--- src/rtl/gsm_cmd_issuer_if.sv ---
// Handshake bundle between the event sources / game-flow FSM and the gsm,
// as seen through the command issuer.
interface gsm_cmd_issuer_if;
  logic       hit_pulse;
  logic       miss_pulse;
  logic       cmd_valid;
  logic [3:0] cmd_code;
  logic       cmd_ready;
  logic       done;
  logic [3:0] flag;
  logic       trig;
  logic       busy;
  logic       err_timeout;
  logic       hit_ovf;

  modport master (
    input  hit_pulse, miss_pulse, cmd_valid, cmd_code, done,
    output cmd_ready, flag, trig, busy, err_timeout, hit_ovf
  );

  modport slave (
    output hit_pulse, miss_pulse, cmd_valid, cmd_code, done,
    input  cmd_ready, flag, trig, busy, err_timeout, hit_ovf
  );
endinterface

--- src/rtl/gsm_cmd_issuer.sv ---
// Serialises hit/miss pulses and game-flow commands into single gsm
// flag/trig/done transactions, with pending storage and a done timeout.
module gsm_cmd_issuer #(
  parameter int GAP_CYCLES     = 4,
  parameter int TIMEOUT_CYCLES = 64,
  parameter int HIT_CNT_W      = 4
) (
  input logic              clk_1mhz,
  input logic              rst,
  gsm_cmd_issuer_if.master bus
);
  localparam int TMO_W = $clog2(TIMEOUT_CYCLES + 1);
  localparam int GAP_W = $clog2(GAP_CYCLES + 1);
  localparam logic [TMO_W-1:0] TMO_LAST  = TMO_W'(TIMEOUT_CYCLES - 1);
  localparam logic [GAP_W-1:0] GAP_LAST  = GAP_W'(GAP_CYCLES - 1);
  localparam logic [3:0]       FLAG_MISS = 4'b0010;
  localparam logic [3:0]       FLAG_HIT  = 4'b0001;

  typedef enum logic [1:0] {S_IDLE, S_WAIT_DONE, S_GAP} state_t;
  typedef enum logic [1:0] {SRC_MISS, SRC_HIT, SRC_CMD} src_t;

  function automatic logic is_legal_code(input logic [3:0] code);
    case (code)
      4'b0100, 4'b0101, 4'b1000, 4'b1010,
      4'b1100, 4'b1101, 4'b1110, 4'b1111: is_legal_code = 1'b1;
      default:                            is_legal_code = 1'b0;
    endcase
  endfunction

  // Codes after which the gsm resets score and lives.
  function automatic logic is_flush_code(input logic [3:0] code);
    is_flush_code = (code == 4'b1000) || (code == 4'b1111);
  endfunction

  state_t               state, state_nxt;
  src_t                 src_q, src_nxt;
  logic [3:0]           flag_q, flag_nxt;
  logic                 trig_q, trig_nxt;
  logic                 err_q, err_nxt;
  logic [TMO_W-1:0]     tmo_cnt, tmo_nxt;
  logic [GAP_W-1:0]     gap_cnt, gap_nxt;
  logic                 consume;

  logic [HIT_CNT_W-1:0] hit_pend;
  logic [1:0]           miss_pend;
  logic                 hit_ovf_q;
  logic                 slot_full;
  logic [3:0]           slot_code;

  logic cmd_accept, miss_avail, hit_avail, cmd_avail;
  logic hit_inc, hit_dec, miss_inc, miss_dec, flush, cmd_done;

  assign cmd_accept = bus.cmd_valid && !slot_full && is_legal_code(bus.cmd_code);
  // Incoming events count as available so trig rises on the edge that captures them.
  assign miss_avail = (miss_pend != 2'd0) || bus.miss_pulse;
  assign hit_avail  = (hit_pend != '0) || bus.hit_pulse;
  assign cmd_avail  = slot_full || cmd_accept;

  always_comb begin
    state_nxt = state;
    src_nxt   = src_q;
    flag_nxt  = flag_q;
    trig_nxt  = trig_q;
    err_nxt   = 1'b0;
    tmo_nxt   = tmo_cnt;
    gap_nxt   = gap_cnt;
    consume   = 1'b0;
    case (state)
      S_IDLE: begin
        tmo_nxt = '0;
        gap_nxt = '0;
        if (miss_avail) begin
          flag_nxt  = FLAG_MISS;
          src_nxt   = SRC_MISS;
          trig_nxt  = 1'b1;
          state_nxt = S_WAIT_DONE;
        end else if (hit_avail) begin
          flag_nxt  = FLAG_HIT;
          src_nxt   = SRC_HIT;
          trig_nxt  = 1'b1;
          state_nxt = S_WAIT_DONE;
        end else if (cmd_avail) begin
          flag_nxt  = slot_full ? slot_code : bus.cmd_code;
          src_nxt   = SRC_CMD;
          trig_nxt  = 1'b1;
          state_nxt = S_WAIT_DONE;
        end
      end
      S_WAIT_DONE: begin
        tmo_nxt = tmo_cnt + TMO_W'(1);
        if (bus.done || (tmo_cnt == TMO_LAST)) begin
          err_nxt   = !bus.done;
          consume   = 1'b1;
          trig_nxt  = 1'b0;
          gap_nxt   = '0;
          state_nxt = S_GAP;
        end
      end
      S_GAP: begin
        gap_nxt = gap_cnt + GAP_W'(1);
        if (gap_cnt == GAP_LAST) state_nxt = S_IDLE;
      end
      default: state_nxt = S_IDLE;
    endcase
  end

  always_ff @(posedge clk_1mhz) begin
    if (rst) begin
      state   <= S_IDLE;
      src_q   <= SRC_MISS;
      flag_q  <= 4'b0000;
      trig_q  <= 1'b0;
      err_q   <= 1'b0;
      tmo_cnt <= '0;
      gap_cnt <= '0;
    end else begin
      state   <= state_nxt;
      src_q   <= src_nxt;
      flag_q  <= flag_nxt;
      trig_q  <= trig_nxt;
      err_q   <= err_nxt;
      tmo_cnt <= tmo_nxt;
      gap_cnt <= gap_nxt;
    end
  end

  assign hit_inc  = bus.hit_pulse;
  assign hit_dec  = consume && (src_q == SRC_HIT);
  assign miss_inc = bus.miss_pulse;
  assign miss_dec = consume && (src_q == SRC_MISS);
  assign cmd_done = consume && (src_q == SRC_CMD);
  assign flush    = cmd_done && is_flush_code(flag_q);

  // Pending work; a pulse landing on the flush edge is newer than the flush and survives.
  always_ff @(posedge clk_1mhz) begin
    if (rst) begin
      hit_pend  <= '0;
      miss_pend <= 2'd0;
      hit_ovf_q <= 1'b0;
      slot_full <= 1'b0;
    end else begin
      if (flush)
        hit_pend <= HIT_CNT_W'(bus.hit_pulse);
      else if (hit_inc && !hit_dec && (hit_pend != '1))
        hit_pend <= hit_pend + HIT_CNT_W'(1);
      else if (hit_dec && !hit_inc)
        hit_pend <= hit_pend - HIT_CNT_W'(1);

      if (hit_inc && !hit_dec && !flush && (hit_pend == '1))
        hit_ovf_q <= 1'b1;

      if (flush)
        miss_pend <= {1'b0, bus.miss_pulse};
      else if (miss_inc && !miss_dec && (miss_pend != 2'd3))
        miss_pend <= miss_pend + 2'd1;
      else if (miss_dec && !miss_inc)
        miss_pend <= miss_pend - 2'd1;

      if (cmd_accept)
        slot_full <= 1'b1;
      else if (cmd_done)
        slot_full <= 1'b0;
    end
  end

  always_ff @(posedge clk_1mhz) begin
    if (cmd_accept) slot_code <= bus.cmd_code;
  end

  assign bus.cmd_ready   = !slot_full;
  assign bus.flag        = flag_q;
  assign bus.trig        = trig_q;
  assign bus.err_timeout = err_q;
  assign bus.hit_ovf     = hit_ovf_q;
  assign bus.busy        = (state != S_IDLE) || (hit_pend != '0) ||
                           (miss_pend != 2'd0) || slot_full;
endmodule

--- src/flat_wrapper.sv ---
// flat-port wrapper written by rule: the top's interface ports become plain ports
module gsm_cmd_issuer_flat 
#(
  parameter int GAP_CYCLES     = 4,
  parameter int TIMEOUT_CYCLES = 64,
  parameter int HIT_CNT_W      = 4
)
  (clk_1mhz, rst, bus_hit_pulse, bus_miss_pulse, bus_cmd_valid, bus_cmd_code, bus_done, bus_cmd_ready, bus_flag, bus_trig, bus_busy, bus_err_timeout, bus_hit_ovf);
  gsm_cmd_issuer_if bus_i ();
  input logic clk_1mhz;
  input logic rst;
  input wire logic [$bits(bus_i.hit_pulse)-1:0] bus_hit_pulse;
  input wire logic [$bits(bus_i.miss_pulse)-1:0] bus_miss_pulse;
  input wire logic [$bits(bus_i.cmd_valid)-1:0] bus_cmd_valid;
  input wire logic [$bits(bus_i.cmd_code)-1:0] bus_cmd_code;
  input wire logic [$bits(bus_i.done)-1:0] bus_done;
  output wire logic [$bits(bus_i.cmd_ready)-1:0] bus_cmd_ready;
  output wire logic [$bits(bus_i.flag)-1:0] bus_flag;
  output wire logic [$bits(bus_i.trig)-1:0] bus_trig;
  output wire logic [$bits(bus_i.busy)-1:0] bus_busy;
  output wire logic [$bits(bus_i.err_timeout)-1:0] bus_err_timeout;
  output wire logic [$bits(bus_i.hit_ovf)-1:0] bus_hit_ovf;
  assign bus_i.hit_pulse = bus_hit_pulse;
  assign bus_i.miss_pulse = bus_miss_pulse;
  assign bus_i.cmd_valid = bus_cmd_valid;
  assign bus_i.cmd_code = bus_cmd_code;
  assign bus_i.done = bus_done;
  assign bus_cmd_ready = bus_i.cmd_ready;
  assign bus_flag = bus_i.flag;
  assign bus_trig = bus_i.trig;
  assign bus_busy = bus_i.busy;
  assign bus_err_timeout = bus_i.err_timeout;
  assign bus_hit_ovf = bus_i.hit_ovf;
  gsm_cmd_issuer #(.GAP_CYCLES(GAP_CYCLES), .TIMEOUT_CYCLES(TIMEOUT_CYCLES), .HIT_CNT_W(HIT_CNT_W)) u_core (.clk_1mhz(clk_1mhz), .rst(rst), .bus(bus_i));
endmodule
--- config.mk ---
export PLATFORM = sky130hd
export DESIGN_NAME = gsm_cmd_issuer_flat
export DESIGN_NICKNAME = d
export VERILOG_FILES = /design/src/rtl/gsm_cmd_issuer_if.sv /design/src/rtl/gsm_cmd_issuer.sv /design/src/flat_wrapper.sv
export SDC_FILE = /design/constraint.sdc
export NUM_CORES = 1
export LEC_CHECK = 0
export ABC_CLOCK_PERIOD_IN_PS = 3000
export CAP_MARGIN = 15
export CORE_AREA = 2 2 57 59
export DETAILED_ROUTE_END_ITERATION = 10
export DIE_AREA = 0 0 59 61
export DONT_BUFFER_PORTS = 1
export GPL_ROUTABILITY_DRIVEN = 0
export PLACE_DENSITY = 0.73
export SYNTH_ARGS = -nofsm -noshare
export SYNTH_HDL_FRONTEND = slang
export SYNTH_SLANG_ARGS = --single-unit
--- constraint.sdc ---
create_clock -name clk_1mhz -period 3 [get_ports clk_1mhz]
set_clock_uncertainty 0.05 [all_clocks]
set_input_delay 0.45 -clock clk_1mhz [delete_from_list [all_inputs] [get_ports clk_1mhz]]
set_output_delay 0.45 -clock clk_1mhz [all_outputs]
set_load 0.02 [all_outputs]
==> results of run 1 <==
-- worst min path at each step --
stage / end / slack (ns)
2_1_floorplan: u_core.gap_cnt[2] / 0.38
3_3_place_gp: u_core.gap_cnt[2] / 0.40
3_5_place_dp: u_core.gap_cnt[1] / 0.42
4_1_cts: u_core.tmo_cnt[2] / 0.10
5_1_grt: u_core.bus.flag[1] / 0.1
6_report: u_core.miss_pend[0] / 0.11
-- logic make-up after synthesis --
logic type      after synthesis
buf+inv                      12
mux                           9
fa+ha+maj                     6
flops                        32
xor+xnor                      4
simple gates                 84
compound gates               45
-- metal layers --
metal / GRT usage [%] / vias up / part of all wire [%]
met1: 27.8 / 675 / 45
met3: 6.61 / 9 / 5.4
li1: - / 698 / -
met4: 9.09 / 0 / 2.0
met5: 0 / - / 0
met2: 39.8 / 50 / 48
-- cell usage in the layout (no fill, tap or decap), types with 3 or more instances in the layout --
master,instances
dfxtp_1,28
nand2_1,22
a21oi_1,16
nor2_1,14
nor3_1,9
nor2b_1,6
mux2i_1,5
ha_1,5
clkbuf_4,5
inv_1,4
nand4b_1,4
a21o_1,4
o21ai_0,4
edfxtp_1,4
nand2b_1,3
o21ai_1,3
and3_1,3
nand3_1,3
or3_1,3
xor2_1,3
o2bb2ai_1,3
mux2_2,3
-- power groups by stage --
| stage | logic (mW) | clock network (mW) | registers (mW) |
|---|---|---|---|
| 4_1_cts | 0.171 | 0.271 | 0.515 |
| 3_3_place_gp | 0.162 | 0 | 0.521 |
| 3_5_place_dp | 0.170 | 0 | 0.525 |
| 2_1_floorplan | 0.154 | 0 | 0.506 |
| 6_report | 0.171 | 0.266 | 0.516 |
| 5_1_grt | 0.192 | 0.287 | 0.520 |
-- cell usage after synthesis, drive strengths merged (2+ instances only) --
| library cell | instances |
|---|---|
| o2bb2ai | 3 |
| dfxtp | 28 |
| edfxtp | 4 |
| nand2 | 22 |
| nor3 | 9 |
| nor4 | 3 |
| clkbuf | 4 |
| nor2 | 15 |
| mux2i | 5 |
| and3 | 3 |
| buf | 3 |
| nand3b | 3 |
| nor3b | 2 |
| nand3 | 3 |
| nand2b | 3 |
| a211oi | 2 |
| xor2 | 3 |
| o21a | 3 |
| o21ai | 8 |
| a21o | 4 |
| mux2 | 4 |
| nor2b | 6 |
| nand4b | 4 |
| a31oi | 2 |
| a21oi | 16 |
| or3 | 3 |
| inv | 5 |
| ha | 5 |
| or4 | 2 |
| nand4 | 2 |
-- final cells by class --
| cell class | count | area, um^2 | area share (%) |
|---|---|---|---|
| multi-input combinational | 148 | 975 | 54.9 |
| sequential | 32 | 681 | 38.3 |
| clock buffer | 6 | 51.3 | 2.89 |
| tap | 33 | 41.3 | 2.32 |
| inverter | 5 | 18.8 | 1.06 |
| clock inverter | 2 | 10.0 | 0.563 |
-- state kept, by name, indices dropped and copies added (netlist names) --
name and flops:
u_core.bus.flag 4, u_core.src_q 2, u_core.state 2, u_core.bus.err_timeout 1
u_core.slot_code 4, u_core.slot_full 1, u_core.bus.trig 1, u_core.gap_cnt 3
u_core.hit_pend 4, u_core.tmo_cnt 7, u_core.miss_pend 2, u_core.bus.hit_ovf 1
-- critical path: stages, from the launching register on --
cell and delay, ns:
dfxtp_1 0.39, ha_1 0.24, nand4b_1 0.15, o21ai_2 0.30
a21o_1 0.23, ha_1 0.26, a21o_1 0.18, a21oi_1 0.20
nor3b_1 0.28, o21ai_0 0.11, and3b_1 0.17
-- stage by stage --
step / instances / instance area [um^2] / utilization [%] / setup slack, ns
after global routing: 226 / 1780 / 60.2 / 0.235
final: 226 / 1780 / 60.2 / 0.335
after detailed placement: 218 / 1720 / 58.1 / 0.390
after floorplan: 192 / 1700 / - / 0.703
after global placement: 218 / 1720 / 58.1 / 0.563
after CTS: 226 / 1780 / 60.2 / 0.369
==> impl_results.md, run 1 <==
* Status: finished clean
* Grt ovf at 0
* #FFs+latches synth at 32
* Setup violators final at 0
* Synth Instances at 192
* Clock period minus worst slack at 2.66 ns
* Fill cells at 269
* Mapped Nets at 208
* Hold Buf Count CTS at 0
* Initial Util at 57.7%
* Die area at 3600 um^2
* HP Start: rst
* P&R area growth vs syn at 4.33%
* Reg2Reg Setup Slack at 0.34 ns
* Hold WS at 0.114 ns
* Sw Share at 31.7%
* Netlist Area Pre-Place at 1700 um^2
* Antenna diode count at 0
* FFs w/ async S/R, synth at 0%
* Reg2Reg Depth at 10
* WL per Instance at 16.5 um
* Die height at 61 um
* Ranking of synthesized cells by area: dfxtp_1 33%, edfxtp_1 7.1%, nand2_1 4.8%, a21oi_1 4.7%, ha_1 3.7%
* Leak at 0.680 nW
* Final period util at 88.8%
* Via/cell ratio at 6.34
* Cell Pwr Density at 536 nW/um^2
* Data required, critical path at 3.20 ns
* Compound-Gate Fraction of Synth Area at 17.9%
* Final slew viol count at 0
* Maximum root-to-sink buffer count at 2
* First drt pass iteration count at 4
* Relative slew slack at 66.3%
* Total CTS buffers at 5
* Yosys warns at 0
* I/O Buffers at 0
* Core area at 2950 um^2
* CP Capture Point: u_core.hit_pend[3]
* Main combinational cell family by area after synthesis: simple AND/OR/NAND/NOR gates
* # rows at 20
* Simple-gate share of the synthesized area at 26.8%
* Clk root buf: clkbuf_4
* Largest net degree at the start of global routing at 22
* Reg power frac at 54.1%
* Final hold violations at 0
* Mux contribution to synthesized area at 5.58%
* H-Tree Level Count at 2
* Worst Hold Depth at 1
* Worst skew pair latency at 0.34 ns
* Via count at 1432
* Avg Cell Area, Syn at 8.87 um^2
* Max frequency at 0.375 GHz
* Share of the synthesized area in the top cell type at 32.9%
* Cell taking the most area after synthesis: dfxtp_1
* Chip Width at 59 um
* Primary FF master, synth: dfxtp_1
* Least-Margin Pin Slew at 0.501 ns
* IR drop worst, VDD at 0.282 mV
* Area share of fa/ha/maj cells after synthesis at 4.85%
* Worst r2r src: u_core.tmo_cnt[0]
* Nets at 208
* Starting DRT DRC Count at 73
* Number of global-route vias before repair at 1369
* Clock transition at path regs at 0.10 ns
* Sequential fraction of the synthesis area at 40.0%
* CP Capture Type: flop
* DP HPWL at 2760 um
* CTS tree: built
* CP arrival at 2.86 ns
* RR Endpoint: u_core.hit_pend[3]
* Clock share of power at 28.0%
* XOR/XNOR share of the synthesized area at 2.06%
* Power Total at 0.953 mW
* Post-CTS setup buffer count at 0
* Post-synth EDFFs at 4
* Max_cap viols at 0
* Drt drc at 0
* CP Launch Type: flop
* Unrepaired setup endpoints after global routing: no
* Post-cts gate resize count at 0
* Initial antenna violation count at 0
* Hold Crit Class: input pin to flop
* Crit Path Max Fanout at 7
* Routed Antenna Nets at 0
* Cell variety after synth at 53
* Net Switching at 0.302 mW
* Routed WL at 3730 um
* Setup TNS Final at 0 ns
* Internal at 0.650 mW
* Aggregate global-route resource usage at 23.3%
* CP Class: flop to flop
* Logic pwr share at 17.9%
* Share of layout cells above drive strength 1 at 10.4%
* Crit path from: u_core.tmo_cnt[0]
* First-pass GRT wire length at 6180 um
* I/O pin total at 19
* CTS Sinks at 32
Note: power is estimated with default switching activity, not from simulation.
==> inputs of run 2 (changes only) <==
--- a/config.mk
+++ b/config.mk
@@ -5,14 +5,15 @@
 export SDC_FILE = /design/constraint.sdc
 export NUM_CORES = 1
 export LEC_CHECK = 0
-export ABC_CLOCK_PERIOD_IN_PS = 3000
+export ABC_CLOCK_PERIOD_IN_PS = 2300
 export CAP_MARGIN = 15
-export CORE_AREA = 2 2 57 59
+export CORE_AREA = 8 8 63 65
+export CTS_BUF_LIST = sky130_fd_sc_hd__clkbuf_4
 export DETAILED_ROUTE_END_ITERATION = 10
-export DIE_AREA = 0 0 59 61
+export DIE_AREA = 0 0 71 73
 export DONT_BUFFER_PORTS = 1
 export GPL_ROUTABILITY_DRIVEN = 0
-export PLACE_DENSITY = 0.73
+export PLACE_DENSITY = 0.76
 export SYNTH_ARGS = -nofsm -noshare
 export SYNTH_HDL_FRONTEND = slang
 export SYNTH_SLANG_ARGS = --single-unit
==> constraint.sdc (replaced) <==
create_clock -name clk_1mhz -period 2.3 [get_ports clk_1mhz]
set_clock_uncertainty 0.05 [all_clocks]
set_input_delay 0.345 -clock clk_1mhz [delete_from_list [all_inputs] [get_ports clk_1mhz]]
set_output_delay 0.345 -clock clk_1mhz [all_outputs]
set_load 0.02 [all_outputs]
==> impl_results.md, run 2 (same netlist as run 1, synthesis figures left out) <==
* Clk root buf: clkbuf_4
* # rows at 20 (unchanged)
* Routed Antenna Nets at 0 (unchanged)
* First-pass GRT wire length at 6580 um (+6.4%)
* Worst setup margin at 0.119 ns (-0.216 ns)
* Drt drc at 0 (unchanged)
* Max_cap viols at 0 (unchanged)
* Initial antenna violation count at 0 (unchanged)
* Final design utilization at 66.1% (+6.0 points)
* CP Capture Point: u_core.hit_pend[3]
* CTS tree: built
* Die height at 73 um (+20%)
* Grt ovf at 0 (unchanged)
* Chip Width at 71 um (+20%)
* Setup violators final at 0 (unchanged)
* RR Endpoint: u_core.hit_pend[3]
* Max layer used: met4
* CP Launch Type: flop
* DP HPWL at 2790 um (+1.0%)
* Sw Share at 30.2% (-1.5 points)
* Hold Crit Class: input pin to flop
* Number of global-route vias before repair at 1417 (+3.5%)
* Core area at 2950 um^2 (unchanged)
* Largest net degree at the start of global routing at 22 (unchanged)
* Starting DRT DRC Count at 96 (+32%)
* Share of layout cells above drive strength 1 at 17.5% (+7.1 points)
* WL per Instance at 17.8 um (+8.1%)
* Reg2Reg Setup Slack at 0.12 ns (-0.22 ns)
* Dpl ws at -0.0216 ns (-0.411 ns)
* Least-Margin Pin Slew at 0.521 ns (+0.0196 ns)
* Via count at 1512 (+5.6%)
* Nets at 221 (+6.3%)
* Most common cell after layout, fill and taps aside: dfxtp_1
* Maximum root-to-sink buffer count at 2 (unchanged)
* Setup TNS Final at 0 ns (unchanged)
* WL met3 at 295 um (+47%)
* CP Class: flop to flop
* IR drop worst, VDD at 0.392 mV (+39%)
* Crit Path Max Fanout at 4 (-3)
* Most frequent cells in the layout: 26 x dfxtp_1, 22 x nand2_1, 15 x a21oi_1
* Met2 Wirelength at 2130 um (+20%)
* Relative slew slack at 65.0% (-1.3 points)
* Cell Pwr Density at 701 nW/um^2 (+31%)
* CP Capture Type: flop
* Routed WL at 4260 um (+14%)
* I/O pin total at 19 (unchanged)
* Worst skew pair latency at 0.34 ns (about the same)
* Antenna diode count at 0 (unchanged)
* Aggregate global-route resource usage at 15.9% (-7.4 points)
* Die area at 5180 um^2 (+44%)
* P&R area growth vs syn at 14.7%
* Final period util at 94.8% (+6.0 points)
* Status: finished clean
* Max frequency at 0.458 GHz (+22%)
* Reg2Reg Depth at 11 (+1)
* H-Tree Level Count at 2 (unchanged)
* CP arrival at 2.38 ns (-0.48 ns)
* Clock share of power at 30.8% (+2.8 points)
* Initial Util at 57.7% (unchanged)
* Data required, critical path at 2.49 ns (-0.71 ns)
* Routed met1 length at 1740 um (+4.0%)
* Via/cell ratio at 6.33 (-0.16%)
* Leak at 0.752 nW (+11%)
* Hold WS at 0.0144 ns (-0.0999 ns)
* Internal at 0.956 mW (+47%)
* Logic pwr share at 20.9% (+3.0 points)
* Clock transition at path regs at 0.10 ns (about the same)
* Final hold violations at 0 (unchanged)
* Net Switching at 0.414 mW (+37%)
* Reg power frac at 48.3% (-5.8 points)
* I/O Buffers at 0 (unchanged)
* Worst r2r src: u_core.tmo_cnt[0]
* Crit path from: u_core.tmo_cnt[0]
* Total CTS buffers at 5 (unchanged)
* Final slew viol count at 0 (unchanged)
* Top reg by flops: u_core.tmo_cnt
* Max FFs per register at 7 (unchanged)
* Clock period minus worst slack at 2.18 ns (-0.484 ns)
* CTS Sinks at 32 (unchanged)
* First drt pass iteration count at 4 (unchanged)
## run 2: area by class of cell
type                       count  area, um^2
tap                           33        41.3
clock buffer                   5        37.5
fill                         240        1000
clock inverter                 3        37.5
sequential                    32         688
multi-input combinational    148        1020
inverter                       5        18.8
timing repair buffer          13         105
## run 2: worst max-delay path: stages, from the launching register on
cell and delay [ns]:
dfxtp_4 0.38, ha_4 0.14, nand4b_1 0.15, o21ai_2 0.20, a21o_1 0.15, ha_1 0.23, a21o_1 0.17, a21oi_2 0.14
buf_4 0.14, a211oi_2 0.04, nor3_2 0.11, and3b_1 0.19
## run 2: worst min path at each step
stage	start	endpoint	slack, ns	depth (start not counted)
final	rst	u_core.state[0]	0.01	1
after global routing	rst	u_core.hit_pend[0]	-0.000002	1
after CTS	rst	u_core.bus.flag[1]	0.0001	1
after detailed placement	rst	u_core.miss_pend[0]	0.37	1
after global placement	rst	u_core.miss_pend[0]	0.37	1
after floorplan	bus_done	u_core.bus.err_timeout	0.37	1
## run 2: timing repair
| item | in CTS | in global routing |
|---|---|---|
| hold buffers | 1 | 2 |
| pin swaps | 0 | 5 |
| endpoints found under the hold margin | 1 | 11 |
| gates cloned | 0 | 0 |
| resized for setup | 1 | 12 |
| setup endpoints to repair | 1 | 1 |
| setup buffers | 0 | 3 |
## run 2: routing by layer
layer,up-vias,global-route usage (%)
li1,721,-
met1,718,17.3
met2,61,27.0
met3,12,5.49
met4,0,7.85
met5,-,0
## run 2: power by group through the flow
stage / sequential, mW / combinational [mW] / clock (mW)
6_report: 0.661 / 0.287 / 0.422
3_3_place_gp: 0.667 / 0.242 / 0
4_1_cts: 0.657 / 0.255 / 0.428
2_1_floorplan: 0.660 / 0.201 / 0
3_5_place_dp: 0.670 / 0.251 / 0
5_1_grt: 0.668 / 0.315 / 0.452
## run 2: per-stage QoR
stage | instance area [um^2] | std cells | total power [mW]
after floorplan | 1700 | 192 | 0.861
after global placement | 1770 | 225 | 0.909
after detailed placement | 1770 | 225 | 0.921
after CTS | 1860 | 234 | 1.34
after global routing | 1950 | 239 | 1.43
final | 1950 | 239 | 1.37
